### config.mk
export PLATFORM = sky130hd
export DESIGN_NAME = result_readout_ctrl
export DESIGN_NICKNAME = d
export VERILOG_FILES = /design/src/rtl/result_readout_ctrl_pkg.sv /design/src/rtl/result_readout_ctrl_wait_counter.sv /design/src/rtl/result_readout_ctrl.sv
export SDC_FILE = /design/constraint.sdc
export NUM_CORES = 1
export LEC_CHECK = 0
export ABC_AREA = 1
export CAP_MARGIN = 20
export CELL_PAD_IN_SITES_DETAIL_PLACEMENT = 1
export CELL_PAD_IN_SITES_GLOBAL_PLACEMENT = 1
export CORE_MARGIN = 3
export CORE_UTILIZATION = 38
export CTS_CLUSTER_DIAMETER = 50
export DETAILED_ROUTE_END_ITERATION = 7
export PLACE_DENSITY_LB_ADDON = 0.08
export SLEW_MARGIN = 20
export SYNTH_ARGS = -nofsm -noshare
export SYNTH_HDL_FRONTEND = slang
export SYNTH_SLANG_ARGS = --single-unit
### constraint.sdc
create_clock -name clk -period 5.07 [get_ports clk]
set_clock_uncertainty 0.2 [all_clocks]
set_input_delay 1.014 -clock clk [delete_from_list [all_inputs] [get_ports clk]]
set_output_delay 1.014 -clock clk [all_outputs]
set_load 0.02 [all_outputs]
### src/rtl/result_readout_ctrl_pkg.sv
// Shared definitions for the result RAM readout controller: FSM state
// encodings, default frame geometry / RAM latency, and a counter-width helper.
package result_readout_ctrl_pkg;

    typedef enum logic [2:0] {
        ST_IDLE    = 3'd0,
        ST_ISSUE   = 3'd1,
        ST_WAIT    = 3'd2,
        ST_PRESENT = 3'd3,
        ST_ADVANCE = 3'd4,
        ST_DONE    = 3'd5
    } state_t;

    localparam int unsigned DEF_COEFS_PER_FRAME = 13;
    localparam int unsigned DEF_RD_LATENCY      = 2;

    // Bits needed to hold the values 0 .. n-1 (at least one bit).
    function automatic int unsigned cnt_width(input int unsigned n);
        return (n > 1) ? int'($clog2(n)) : 1;
    endfunction

endpackage

### src/rtl/result_readout_ctrl_wait_counter.sv
// Down-counter used to time the RAM read latency.
//   clk, rst_n : clock, async active-low reset
//   load       : load load_val (takes priority over counting)
//   load_val   : value loaded; over_c rises after load_val enabled cycles
//   cnt_en     : decrement while non-zero
//   over_c     : counter has reached zero (combinational from the register)
module result_readout_ctrl_wait_counter #(
    parameter int unsigned WIDTH = 1
) (
    input  logic             clk,
    input  logic             rst_n,
    input  logic             load,
    input  logic [WIDTH-1:0] load_val,
    input  logic             cnt_en,
    output logic             over_c
);

    logic [WIDTH-1:0] cnt_q;

    // Count register: load wins, otherwise saturate at zero.
    always_ff @(posedge clk or negedge rst_n) begin
        if (!rst_n) begin
            cnt_q <= '0;
        end else if (load) begin
            cnt_q <= load_val;
        end else if (cnt_en && (cnt_q != '0)) begin
            cnt_q <= cnt_q - WIDTH'(1);
        end
    end

    assign over_c = (cnt_q == '0);

endmodule

### src/rtl/result_readout_ctrl.sv
// Reader side of the per-frame result RAM. On a start pulse it walks
// num_frames x COEFS_PER_FRAME words from base_addr, one outstanding read at a
// time, and streams each word out on a valid/ready port tagged with
// last-coefficient / last-frame flags.
//   clk, rst_n        : clock, async active-low reset
//   readout_en        : start pulse, sampled only in IDLE with base_addr/num_frames
//   result_rd_en/addr : RAM read strobe and address (registered)
//   result_rd_data    : RAM data, valid RD_LATENCY cycles after the strobe
//   out_data/valid    : registered output stream, handshake with out_ready
//   out_last_coef     : word is the last coefficient of its frame
//   out_last_frame    : word belongs to the final frame
//   busy, done        : transfer in progress / 1-cycle completion pulse
module result_readout_ctrl
    import result_readout_ctrl_pkg::*;
#(
    parameter int unsigned ADDR_WIDTH      = 12,
    parameter int unsigned DATA_WIDTH      = 32,
    parameter int unsigned FRAME_WIDTH     = 8,
    parameter int unsigned COEFS_PER_FRAME = DEF_COEFS_PER_FRAME,
    parameter int unsigned RD_LATENCY      = DEF_RD_LATENCY
) (
    input  logic                   clk,
    input  logic                   rst_n,
    input  logic                   readout_en,
    input  logic [ADDR_WIDTH-1:0]  base_addr,
    input  logic [FRAME_WIDTH-1:0] num_frames,
    output logic                   result_rd_en,
    output logic [ADDR_WIDTH-1:0]  result_rd_addr,
    input  logic [DATA_WIDTH-1:0]  result_rd_data,
    output logic [DATA_WIDTH-1:0]  out_data,
    output logic                   out_valid,
    input  logic                   out_ready,
    output logic                   out_last_coef,
    output logic                   out_last_frame,
    output logic                   busy,
    output logic                   done
);

    localparam int unsigned COEF_WIDTH = cnt_width(COEFS_PER_FRAME);
    localparam int unsigned WAIT_WIDTH = cnt_width(RD_LATENCY);
    localparam logic [COEF_WIDTH-1:0] LAST_COEF = COEF_WIDTH'(COEFS_PER_FRAME - 1);
    localparam logic [WAIT_WIDTH-1:0] WAIT_LOAD = WAIT_WIDTH'(RD_LATENCY - 1);

    state_t                 state_q, state_d;
    logic [ADDR_WIDTH-1:0]  addr_q, addr_d;
    logic [FRAME_WIDTH-1:0] frames_q, frames_d;
    logic [FRAME_WIDTH-1:0] frame_q, frame_d;
    logic [COEF_WIDTH-1:0]  coef_q, coef_d;
    logic                   wait_over_c;

    // Counts the WAIT cycles; loaded during ISSUE so WAIT lasts RD_LATENCY cycles.
    result_readout_ctrl_wait_counter #(
        .WIDTH (WAIT_WIDTH)
    ) u_wait_counter (
        .clk      (clk),
        .rst_n    (rst_n),
        .load     (state_q == ST_ISSUE),
        .load_val (WAIT_LOAD),
        .cnt_en   (state_q == ST_WAIT),
        .over_c   (wait_over_c)
    );

    // State and walk counters.
    always_ff @(posedge clk or negedge rst_n) begin
        if (!rst_n) begin
            state_q  <= ST_IDLE;
            addr_q   <= '0;
            frames_q <= '0;
            frame_q  <= '0;
            coef_q   <= '0;
        end else begin
            state_q  <= state_d;
            addr_q   <= addr_d;
            frames_q <= frames_d;
            frame_q  <= frame_d;
            coef_q   <= coef_d;
        end
    end

    // Next-state and counter update.
    always_comb begin
        state_d  = state_q;
        addr_d   = addr_q;
        frames_d = frames_q;
        frame_d  = frame_q;
        coef_d   = coef_q;
        unique case (state_q)
            ST_IDLE: begin
                if (readout_en) begin
                    addr_d   = base_addr;
                    frames_d = num_frames;
                    frame_d  = '0;
                    coef_d   = '0;
                    state_d  = (num_frames == '0) ? ST_DONE : ST_ISSUE;
                end
            end
            ST_ISSUE: begin
                state_d = ST_WAIT;
            end
            ST_WAIT: begin
                if (wait_over_c) begin
                    state_d = ST_PRESENT;
                end
            end
            ST_PRESENT: begin
                if (out_ready) begin
                    state_d = ST_ADVANCE;
                end
            end
            ST_ADVANCE: begin
                // Address wraps silently at the top of the RAM.
                addr_d = ADDR_WIDTH'(addr_q + 1'b1);
                if (coef_q == LAST_COEF) begin
                    coef_d  = '0;
                    frame_d = FRAME_WIDTH'(frame_q + 1'b1);
                end else begin
                    coef_d  = COEF_WIDTH'(coef_q + 1'b1);
                end
                // The flags still describe the word just handed off.
                state_d = (out_last_coef && out_last_frame) ? ST_DONE : ST_ISSUE;
            end
            ST_DONE: begin
                state_d = ST_IDLE;
            end
            default: begin
                state_d = ST_IDLE;
            end
        endcase
    end

    // Output registers, driven from the next state so they align with it.
    always_ff @(posedge clk or negedge rst_n) begin
        if (!rst_n) begin
            result_rd_en   <= 1'b0;
            result_rd_addr <= '0;
            out_data       <= '0;
            out_valid      <= 1'b0;
            out_last_coef  <= 1'b0;
            out_last_frame <= 1'b0;
            busy           <= 1'b0;
            done           <= 1'b0;
        end else begin
            result_rd_en <= (state_d == ST_ISSUE);
            out_valid    <= (state_d == ST_PRESENT);
            busy         <= (state_d != ST_IDLE);
            done         <= (state_d == ST_DONE);
            // Address holds its last value outside ISSUE.
            if (state_d == ST_ISSUE) begin
                result_rd_addr <= addr_d;
            end
            // Capture the word on the last WAIT cycle; held through PRESENT.
            if ((state_q == ST_WAIT) && wait_over_c) begin
                out_data       <= result_rd_data;
                out_last_coef  <= (coef_q == LAST_COEF);
                out_last_frame <= (frame_q == FRAME_WIDTH'(frames_q - 1'b1));
            end
        end
    end

endmodule
==> results of run 1 <==
[sequential cells by signal, summed over array words and instances, names as in the netlist, 3 cells and up]
register        count
frames_q            8
result_rd_addr     12
coef_q              4
frame_q             8
state_q             3
out_data           32
addr_q             12
[through the flow]
step	std cells	total power, W
2_1_floorplan	516	0.00207
3_3_place_gp	745	0.00265
3_5_place_dp	745	0.00270
4_1_cts	761	0.00316
5_1_grt	761	0.00338
6_report	761	0.00311
[final timing paths]
| path | endpoint | cells past startpoint | startpoint |
|---|---|---|---|
| setup / recovery | result_rd_addr[0] | 9 | readout_en |
| hold / removal | out_data[27] | 2 | out_data[27] |
| setup reg to reg | result_rd_addr[0] | 9 | state_q[2] |
| hold reg to reg | out_data[27] | 2 | out_data[27] |
| max in group asynchronous | out_data[9] | 2 | rst_n |
| min in group asynchronous | frame_q[3] | 1 | rst_n |
[tightest hold or removal path: cells and delay by family (launching register included)]
family / cells / cell delay, ns
DFF: 1 / 0.35
and+or+nand+nor: 2 / 0.10
[synth_stat cells, drive strengths merged]
cell | n | area share (%)
clkbuf | 3 | 0.51
o21bai | 2 | 0.36
a21oi | 4 | 0.58
nor3 | 5 | 0.61
xor2 | 6 | 1.3
dfrtp | 86 | 52
nand2 | 248 | 23
a22oi | 1 | 0.18
nand4 | 6 | 0.91
o21ai | 23 | 2.9
buf | 11 | 2.0
nand3 | 33 | 4.4
nor2 | 37 | 4.4
xnor2 | 2 | 0.42
or2 | 2 | 0.30
inv | 37 | 3.4
ha | 5 | 1.5
o211ai | 5 | 1.0
[layer usage]
layer,wire length [um],track usage [%],vias up
met4,138,5.80,0
met5,0,0,-
met3,670,5.88,9
met2,5610,34.1,73
met1,5170,26.9,1781
li1,-,-,1820
[cell families after synthesis]
kind of cell	synth area share, %
flip-flops	52.1
AND/OR/NAND/NOR	33.7
AO/OA/AOI/OAI	5.03
XOR/XNOR	1.70
adder cells (fa/ha/maj)	1.51
buffers and inverters	5.91
[report_power, final]
group / total [W] / leakage (nW) / switching (W) / internal, W
Sequential: 0.00115 / 1.09 / 0.000190 / 0.000964
Clock: 0.000442 / 0.0861 / 0.000252 / 0.000190
Combinational: 0.00151 / 1.49 / 0.000905 / 0.000610
Total: 0.00311 / 2.66 / 0.00135 / 0.00176
[layout make-up]
type                    count  area (um^2)
multi-input cells         379         1730
repair buffers            107         1060
fillers                  1308         5030
clock inverters             4         22.5
well taps                 136          170
flip-flops and latches     86         2150
clock buffers              12          145
inverters                  37          141
==> summary.md, run 1 <==
| Metric | Value |
|---|---|
| Status | `finished clean` |
| Clock Sinks | `86` |
| CP peak stage delay | `roughly 0.54 ns` |
| WL final | `about 12000 um` |
| Dpl cell area | `around 5300 um^2` |
| Num rows | `37` |
| Leak Pwr | `2.66 nW` |
| Hold Path Class | `flop to flop` |
| Die area | `between 10000 and 15000 um^2` |
| Drt drc | `0` |
| Pwr Density | `573 nW/um^2` |
| Top Ports | `around 110` |
| Syn nets | `577` |
| Routed Antenna Nets | `0` |
| Wirelength per Cell | `~15 um` |
| Crit path max fanout | `21` |
| Hold WS | `0.283 ns` |
| TritonCTS buffer count | `9` |
| Core ar. | `10500 um^2` |
| Skew-Pair Late Insertion Delay | `around 0.36 ns` |
| Via count | `3683` |
| Initial Utilization | `between 30% and 40%` |
| Ys Warns | `0` |
| Pins Over Slew Limit | `0` |
| Syn_area_per_cell | `8.00 um^2` |
| Final Cell Area | `around 5400 um^2` |
| CTS root buf | `clkbuf_8` |
| Crit path max-delay cell type | `clkdlybuf4s50_1` |
| Cts repair resizes | `0` |
| Commonest non-fill, non-tap cells in the layout | `nand2_1, clkdlybuf4s50_1, dfrtp_1` |
| Worst path required time | `around 5.2 ns` |
| Sequential area share after synthesis | `between 50% and 60%` |
| Port Buffers | `105` |
| Max-slew headroom | `33.8%` |
| Clock-pin slew on the worst setup and hold paths | `roughly 0.080 ns` |
| Max VDD drop | `0.253 mV` |
| CTS tree | `built` |
| DRT iter0 DRCs | `124` |
| Critical path arrival | `2.94 ns` |
| First-pass GRT wire length | `19400 um` |
| Post-Syn Area | `4130 um^2` |
| Commonest non-fill, non-tap cell in the layout | `nand2_1` |
| Antenna cells | `0` |
| Setup violators final | `0` |
| Setup bufs post-CTS | `0` |
| Final Cycle Share | `a little under three fifths` |
| CP top delay family | `simple AND/OR/NAND/NOR gates` |
| CP endpoint kind | `flop` |
| Post-DR vias/cell | `4.84` |
| DP HPWL | `8640 um` |
| Ratio of cells with drive above 1 in the final layout | `about 6.2%` |
| Crit start category | `primary input` |
| Setup CP Type | `primary input to flop` |
| Pre-antenna DRT Iters | `4` |
| Pre-CTS WS | `1.82 ns` |
| Flops & latches, synth | `86` |
| Die W | `110 um` |
| Min setup slack post-route | `2.24 ns` |
| R2R setup slack | `2.83 ns` |
| # nets final | `681` |
| MaxCap Viol Count | `0` |
| GR Overflow Total | `0` |
| FMAX | `353 MHz` |
| Buf/Inv on CP | `2` |
| H-tree Lvls | `3` |
| Die Y | `110 um` |
| Largest net degree at the start of global routing | `46` |
| Final Util | `51.9%` |
| CP Cell Sequence | `clkdlybuf4s50_1 -> nand2_2 -> nor2_4 -> inv_4 -> nor2_8 -> a21oi_2 -> nand2_2 -> nand2_1 -> nand2_1` |
| Worst Max-Slew Pin Slew | `just under 1 ns` |
| Gr usage total | `20.8%` |
| Hold Buf Count CTS | `0` |
| Setup TNS | `0 ns` |
| P&R area growth vs syn | `31.4%` |
| Fin. Hold Viols | `0` |
| Cells after Synth | `516` |
| Antenna violations before repair | `0` |
| Clk buf depth | `2` |
| Synth cell types | `35` |
| Routability cong. | `0.836` |
| RSZ-0062 raised after global routing | `false` |
| Fin crit period | `2.83 ns` |
| Vias in the first global route | `about 3900` |
No activity file was read; power rests on OpenSTA's default activity.
==> run 2, diff against run 1 <==
- CORE_UTILIZATION: 38 -> 32
- clock period: 5.07 -> 2.47 ns (I/O delays scaled with it)
==> summary.md, run 2 (synthesized netlist as in run 1, its figures left out) <==
| Metric | Value |
|---|---|
| Status | `finished clean (unchanged)` |
| Gr usage total | `17.9% (was 20.8%)` |
| Skew-Pair Late Insertion Delay | `0.34 ns (was 0.36 ns)` |
| Setup violators final | `0 (unchanged)` |
| TritonCTS buffer count | `9 (unchanged)` |
| Comb power frac | `44.5% (was 48.7%)` |
| Pint | `0.00427 W (was 0.00176 W)` |
| Antenna cells | `0 (unchanged)` |
| Clock-pin slew on the worst setup and hold paths | `0.07 ns (was 0.08 ns)` |
| First-pass GRT wire length | `20400 um (was 19400 um)` |
| CP endpoint kind | `output pin (was flop)` |
| Routability cong. | `0.798 (was 0.836)` |
| Clk buf depth | `2 (unchanged)` |
| Hold Path Class | `flop to flop (unchanged)` |
| Wirelength per Cell | `15.2 um (about the same)` |
| Top Ports | `106 (unchanged)` |
| # nets final | `690 (was 681)` |
| Crit path max fanout | `3 (was 21)` |
| Largest register by flop count | `out_data (unchanged)` |
| Cts repair resizes | `0 (unchanged)` |
| Max-slew headroom | `57.6% (was 33.8%)` |
| Largest net degree at the start of global routing | `47 (was 46)` |
| Pre-CTS WS | `0.131 ns (was 1.82 ns)` |
| Fin. Hold Viols | `0 (unchanged)` |
| FMAX | `472 MHz` |
| CP top delay family | `buffers and inverters (was simple AND/OR/NAND/NOR gates)` |
| Vias in the first global route | `4073 (was 3946)` |
| Total chip power | `0.00711 W (was 0.00311 W)` |
| Ratio of cells with drive above 1 in the final layout | `7.57% (was 6.24%)` |
| Commonest non-fill, non-tap cells in the layout | `nand2_1, clkdlybuf4s50_1, dfrtp_1 (unchanged)` |
| Pins Over Slew Limit | `0 (unchanged)` |
| Setup CP Type | `flop to output pin (was primary input to flop)` |
| CP peak stage delay | `0.68 ns (was 0.54 ns)` |
| H-tree Lvls | `3 (unchanged)` |
| Initial Utilization | `33.5% (was 39.5%)` |
| Commonest non-fill, non-tap cell in the layout | `nand2_1 (unchanged)` |
| Crit path max-delay cell type | `clkdlybuf4s50_1 (unchanged)` |
| Dpl cells | `785 (was 745)` |
| Hold WS | `0.274 ns (was 0.283 ns)` |
| Buf/Inv on CP | `1 (was 2)` |
| Max VDD drop | `0.796 mV (was 0.253 mV)` |
| WL final | `12200 um (was 11600 um)` |
| Die area | `14300 um^2 (was 12200 um^2)` |
| Pre-antenna DRT Iters | `4 (unchanged)` |
| Drt drc | `0 (unchanged)` |
| Flop pwr share | `33.5% (was 37.1%)` |
| Die W | `120 um (was 110 um)` |
| Core ar. | `12300 um^2 (was 10500 um^2)` |
| Sw Pwr | `0.00285 W (was 0.00135 W)` |
| Final Cycle Share | `85.7%` |
| Routed Antenna Nets | `0 (unchanged)` |
| Worst path required time | `1.78 ns (was 5.17 ns)` |
| MaxCap Viol Count | `0 (unchanged)` |
| Via count | `3717 (was 3683)` |
| Top flop regs | `out_data (32), addr_q (12), result_rd_addr (12) (unchanged)` |
| P&R area growth vs syn | `38.6% (was 31.4%)` |
| CTS tree | `built (unchanged)` |
| RSZ-0062 raised after global routing | `false (unchanged)` |
| Leak Pwr | `2.79 nW (was 2.66 nW)` |
| Pwr Density | `1240 nW/um^2 (was 573 nW/um^2)` |
| GR Overflow Total | `0 (unchanged)` |
| Worst Max-Slew Pin Slew | `0.637 ns (was 0.992 ns)` |
| DP HPWL | `9040 um (was 8640 um)` |
| Final std cells w/o fill | `802 (was 761)` |
| Die Y | `120 um (was 110 um)` |
| DRT iter0 DRCs | `163 (was 124)` |
| Clock Sinks | `86 (unchanged)` |
| Port Buffers | `105 (unchanged)` |
| Number of flip-flops in the largest register | `32 (unchanged)` |
| R2R setup slack | `0.52 ns (was 2.83 ns)` |
| CTS root buf | `clkbuf_16 (was clkbuf_8)` |
| Sw Ratio | `40.0% (was 43.3%)` |
| Crit start category | `flop (was primary input)` |
| Fin crit period | `2.12 ns` |
| Clock share of power | `22.0% (was 14.2%)` |
| Setup bufs post-CTS | `0 (unchanged)` |
| Min setup slack post-route | `0.354 ns (was 2.24 ns)` |
| CP Cell Sequence | `clkdlybuf4s50_1 (was clkdlybuf4s50_1 -> nand2_2 -> nor2_4 -> inv_4 -> nor2_8 -> a21oi_2 -> nand2_2 -> nand2_1 -> nand2_1)` |
| Setup TNS | `0 ns (unchanged)` |
| Num rows | `40 (was 37)` |
| Critical path arrival | `1.42 ns (was 2.94 ns)` |
| Antenna violations before repair | `0 (unchanged)` |
| Post-DR vias/cell | `4.63 (was 4.84)` |
## run 2: cell count changes in the layout (fill, tap and decap cells not counted), sizes merged
cell,before,now
buf,3,11
bufinv,0,3
clkbuf,12,10
clkinv,3,1
clkinvlp,1,2
dlygate4sd3,0,1
## run 2: timing repair
action | CTS | global route
hold endpoints to repair | 44 | 0
hold buffers | 1 | 0
setup endpoints to repair | 0 | 0
## run 2: path summary, 6_finish.rpt
check,startpoint,endpoint,cells after the start
worst min-delay path,u_wait_counter.cnt_q,u_wait_counter.cnt_q,2
max in group asynchronous,rst_n,frame_q[5],3
worst max register to register,state_q[1],result_rd_addr[7],9
worst min register to register,u_wait_counter.cnt_q,u_wait_counter.cnt_q,2
worst max-delay path,out_last_coef,out_last_coef,1
min in group asynchronous,rst_n,out_data[31],2
## run 2: power by group through the flow
stage / sequential, W / clock [W] / combinational, W
finish: 0.00238 / 0.00156 / 0.00317
global route: 0.00245 / 0.00167 / 0.00354
CTS: 0.00238 / 0.00162 / 0.00324
detailed placement: 0.00239 / 0 / 0.00322
global placement: 0.00238 / 0 / 0.00313
floorplan: 0.00277 / 0 / 0.00148
## run 2: final cells by class
| cell class | instances | area (um^2) |
|---|---|---|
| clock inverters | 6 | 110 |
| flip-flops and latches | 86 | 2150 |
| well taps | 168 | 210 |
| multi-input cells | 379 | 1730 |
| inverters | 37 | 141 |
| fillers | 1509 | 6590 |
| repair buffers | 116 | 1150 |
| clock buffers | 10 | 229 |
## run 2: stage by stage
step	utilization, %	cell area, um^2
after floorplan	-	4130
after global placement	43.6	5370
after detailed placement	43.6	5370
after CTS	46.5	5720
after global routing	46.5	5720
final	46.5	5720
## run 2: metal layers
layer	share of wire, %	wire (um)	up-vias	track usage (%)
met5	0	0	-	0
met4	0.64	78	0	3.87
met3	7.5	907	8	8.01
met2	47	5700	80	29.0
met1	45	5470	1789	22.1
li1	-	-	1840	-
